`src/rtl/switch_debounce_3ch.sv`:
```
// Three-channel switch conditioner: 2-flop synchroniser plus an independent
// debounce counter per channel, with registered one-cycle change pulses.
module switch_debounce_3ch #(
  parameter  int unsigned DEBOUNCE_CYCLES = 16,
  localparam int unsigned CNT_W           = $clog2(DEBOUNCE_CYCLES)
) (
  input  logic       clk,
  input  logic       rst,
  input  logic       sw_a,
  input  logic       sw_b,
  input  logic       sw_c,
  output logic       a,
  output logic       b,
  output logic       c,
  output logic [2:0] chg,
  output logic       any_chg
);

  typedef enum logic {
    STABLE  = 1'b0,
    PENDING = 1'b1
  } chState_e;

  localparam logic [CNT_W-1:0] CNT_MAX = CNT_W'(DEBOUNCE_CYCLES - 1);

  // Bit ordering everywhere matches chg: bit2=a, bit1=b, bit0=c.
  logic [2:0]       rawSw;
  logic [2:0]       sync1_q;
  logic [2:0]       sync2_q;
  logic [2:0]       stable_q;
  logic [2:0]       stable_d;
  logic [CNT_W-1:0] cnt_q [3];
  logic [CNT_W-1:0] cnt_d [3];
  logic [2:0]       chg_q;
  logic [2:0]       chg_d;
  logic             anyChg_q;
  logic             anyChg_d;
  chState_e         state [3];

  assign rawSw = {sw_a, sw_b, sw_c};

  always_ff @(posedge clk or posedge rst) begin
    if (rst) begin
      sync1_q  <= '0;
      sync2_q  <= '0;
      stable_q <= '0;
      chg_q    <= '0;
      anyChg_q <= 1'b0;
      for (int i = 0; i < 3; i++) begin
        cnt_q[i] <= '0;
      end
    end else begin
      sync1_q  <= rawSw;
      sync2_q  <= sync1_q;
      stable_q <= stable_d;
      chg_q    <= chg_d;
      anyChg_q <= anyChg_d;
      for (int i = 0; i < 3; i++) begin
        cnt_q[i] <= cnt_d[i];
      end
    end
  end

  // A channel is PENDING whenever its synchronised input disagrees with the
  // accepted value; any agreeing edge drops it back and restarts the window.
  always_comb begin
    stable_d = stable_q;
    chg_d    = '0;
    for (int i = 0; i < 3; i++) begin
      cnt_d[i] = '0;
      state[i] = (sync2_q[i] != stable_q[i]) ? PENDING : STABLE;
      case (state[i])
        PENDING: begin
          if (cnt_q[i] == CNT_MAX) begin
            stable_d[i] = sync2_q[i];
            chg_d[i]    = 1'b1;
          end else begin
            cnt_d[i] = cnt_q[i] + 1'b1;
          end
        end
        default: cnt_d[i] = '0;
      endcase
    end
    anyChg_d = |chg_d;
  end

  assign a       = stable_q[2];
  assign b       = stable_q[1];
  assign c       = stable_q[0];
  assign chg     = chg_q;
  assign any_chg = anyChg_q;

endmodule
```
`config.mk`:
```
export PLATFORM = sky130hd
export DESIGN_NAME = switch_debounce_3ch
export DESIGN_NICKNAME = d
export VERILOG_FILES = /design/src/rtl/switch_debounce_3ch.sv
export SDC_FILE = /design/constraint.sdc
export NUM_CORES = 1
export LEC_CHECK = 0
export BUFFER_PORTS_ARGS = -buffer_cell sky130_fd_sc_hd__buf_2
export CAP_MARGIN = 40
export CORE_UTILIZATION = 24
export CTS_CLUSTER_SIZE = 40
export DETAILED_ROUTE_END_ITERATION = 8
export SYNTH_ARGS = -nofsm -noshare
export SYNTH_HDL_FRONTEND = slang
export SYNTH_SLANG_ARGS = --single-unit
export TNS_END_PERCENT = 1
```
`constraint.sdc`:
```
create_clock -name clk -period 1.8 [get_ports clk]
set_clock_uncertainty 0.15 [all_clocks]
set_input_delay 0.09 -clock clk [delete_from_list [all_inputs] [get_ports clk]]
set_output_delay 0.09 -clock clk [all_outputs]
set_load 0.05 [all_outputs]
```
==> metrics list <==
- Excluding fillers, the count of instances in the completed layout stands at 137.
- Including well taps, the total number of placed cells is 129.
- CP Max Fanout: 4
- Summed over all cells, the static leakage comes to 0.549 nW.
- Once the floorplan was initialized, standard cells occupied 25.5% of the core.
- Required time of the critical path: around 1800 ps
* Sequential cell area fraction in the yosys report: between 60% and 70%
* Critical path capture point type: flop
- Measured slew at the worst slew-check pin: slightly above 300 ps
- Reg2Reg Depth: 4
- Share of power burned in registers: 61.2%
* Buffer levels on the longest clock path: 2
- Port Buf Inserts: 11
- Summed instance area of the synthesized netlist: approximately 950 um2
* Switching power as a share of total power: 21.9%
- The worst setup path is launched from a flop.
- The post-route netlist has 27.0% of its cells at a drive strength greater than 1.
* Number of warnings reported in the yosys synthesis log: 0
- Pwr Density: 855 nW/um2
- TritonCTS created 3 clock buffers.
* Count of mapped cells out of synthesis: 69
* Highest-utilization routing layer at the global route stage: met2
- Counting instances, the worst hold path has a depth of 0.
- Clock tree synthesis selected as its root buffer the cell clkbuf_8.
- The worst register-to-register path has a setup slack of 310 ps.
- The first routing iteration left 6 violations.
- Fin. Hold Viols: 0
- Clock network latency to the later pin of the worst-skew pair: approximately 260 ps
- Die Area: between 4000 and 5000 um2
- After detailed routing, the number of remaining DRC violations is 0.
- Combinational logic burns under 10% of the power.
- Status: finished, final reports clean
- Cell internal power dissipation: about 0.00077 W
- In the global route stage, met2 resource usage came out at a little over an eighth.
- For the worst setup path, the data arrival time is ~1500 ps.
* Maximum resistive drop on vdd: ~0.61 mV
* Clock share of power: around 32%
- Type of the most critical hold path: reg2reg
- Synthesis inferred 25 register bits.
- Summed over all nets, the switching power comes to 0.000217 W.
- Final routed wire length divided by cell count: about 10 um
- Synthesized Nets: 77
- During I/O placement, the number of pins put on the boundary was 12.
* Highest Clock Rate: 669 MHz
- The count of nets left with antenna violations once routing finished came out at 0.
- Total clock sinks: 25
- The worst register-to-register path begins at cnt_q[4].
- Total via count in the routed design: ~550
- The worst path in the final design needs a cycle of 1490 ps, including I/O delays and setup.
- Drt first pass iters: 4
- Measured along the x axis, the die boundary spans approximately 65 um.
- The layout has about 380 filler cells.
* Reported max-cap violation count: 0
* Total routing usage reported by global routing: between 7 and 8%
- For this run, global-route usage on met1 was measured as under 10%.
- CTS tree: built
- Highest-count cells in the layout ignoring fill and taps: dfrtp_1 (25), buf_2 (11), a21oi_1 (6)
- Most frequent standard cell in the layout excluding fill and tap cells: dfrtp_1
- Number of antenna violations at the first check in global routing: 0
* Final GP Congestion: about 0.71
- Inserted Diodes: 0
* Final layout net count: 98
* Clock Pin Slew Worst Setup and Hold Paths: approximately 90 ps
* Global-route wire length before repair: ~2400 um
- HPWL after DPL: a little over 1000 um
- Setup repair after global routing left no endpoint under its margin.
- Total Wirelength: between 1000 and 1500 um
* Mean instance size in the synthesized netlist: 13.7 um2
* Hold Slack: just over 200 ps
- Number of global-route vias before repair: 576
* Share of the clock period used by the worst path: between 80% and 90%
- Entering global routing, the biggest net connects 26 pins.
- In this run the vertical extent of the chip is approximately 65 um.
- The completed layout was analyzed and its total power is 0.000989 W.
* Count of final max-slew check failures: 0
* Row count: 22
* Met3 track demand over resource in global routing: between 3 and 4%
- Final design utilization: between 30% and 40%
* Core Box Area: roughly 3700 um2
- Level count of the clock H-tree: 1
- Summed over all layers, the global routing overflow is 0.
- The worst hold path begins at sync1_q[1].
- End of the worst register-to-register path: any_chg
* Slew Limit Headroom: about four fifths
- Setup total negative slack on the finished layout was measured at 0 ps.
- Kind of critical path: reg2reg
* Setup violators final: 0
- Gates resized during post-CTS repair numbered 0.
- The worst hold path terminates at sync2_q[1].
- The netlist uses 16 different library cells.
- Dividing the detail-routed via count by the number of cells gives 4.00.
* Synth-to-layout area growth: 22.0%
[routing by layer]
| layer | routed length, um | vias to the layer above |
|---|---|---|
| met2 | 636 | 14 |
| li1 | - | 273 |
| met5 | 0 | - |
| met3 | 76 | 2 |
| met1 | 681 | 259 |
| met4 | 10 | 0 |
[power by group through the flow]
stage,Combinational [W],Clock (W),Sequential (W)
floorplan,0.0000441,0,0.000612
global placement,0.0000564,0,0.000614
detailed placement,0.0000576,0,0.000616
CTS,0.0000647,0.000336,0.000605
global route,0.0000722,0.000353,0.000608
finish,0.0000637,0.000321,0.000605
[worst max-delay path, cell delays in order (launching register included)]
cell     delay [ps]
dfrtp_1         420
ha_1            250
nand3_1         140
nor2_2           50
or3_1           360
[per-stage QoR]
step           instance area (um2)  setup slack (ps)
2_1_floorplan                  948               223
3_3_place_gp                  1070               328
3_5_place_dp                  1070               316
4_1_cts                       1160               301
5_1_grt                       1160               232
6_report                      1160               305
[synth_stat cells]
cell type,number,area share (%)
dfrtp_1,25,66
a21oi_1,6,3.2
nor2_1,5,2.0
inv_1,4,1.6
ha_1,3,4.0
mux2_2,3,3.6
nand3_1,3,1.6
nand4b_1,3,2.8
nor3b_1,3,2.4
o21ai_0,3,1.6
xnor2_1,3,2.8
xnor2_2,3,5.1
nor2b_1,2,1.3
and2b_2,1,0.92
nor2_2,1,0.66
or3_1,1,0.66
[state kept, by name (all words and copies together) (netlist names)]
signal	count
cnt_q	12
chg	3
sync2_q	3
sync1_q	3
stable_q	3
any_chg	1
[layout make-up]
| cell class | instances | area [um2] | area share (%) |
|---|---|---|---|
| clock buffer | 3 | 41.3 | 3.57 |
| clock inverter | 1 | 5.00 | 0.432 |
| inverter | 4 | 15.0 | 1.30 |
| multi-input combinational | 40 | 308 | 26.6 |
| sequential | 25 | 626 | 54.1 |
| tap | 48 | 60.1 | 5.19 |
| timing repair buffer | 16 | 103 | 8.86 |
[worst max-delay path by stage]
stage	end	startpoint	slack, ps
after floorplan	any_chg	stable_q[1]	220
after CTS	any_chg	cnt_q[4]	300
final	any_chg	cnt_q[4]	310
after global placement	any_chg	cnt_q[4]	330
after detailed placement	any_chg	cnt_q[4]	320
after global routing	any_chg	cnt_q[8]	230
[logic make-up (layout without fill, tap and decap cells)]
group,after synthesis,in the layout,share of synthesized area (%)
flip-flops,25,25,66.0
AND/OR/NAND/NOR,19,19,12.3
AO/OA/AOI/OAI,9,9,4.75
XOR/XNOR,6,6,7.92
buffers and inverters,4,24,1.58
adder cells (fa/ha/maj),3,3,3.96
multiplexers,3,3,3.56
[repair_timing]
| action | CTS | global route |
|---|---|---|
| setup endpoints to repair | 0 | 0 |
| endpoints found under the hold margin | 28 | 0 |
| hold buffers | 4 | 0 |
| setup buffers | 0 | 0 |
(Power assumes the default switching activity.)
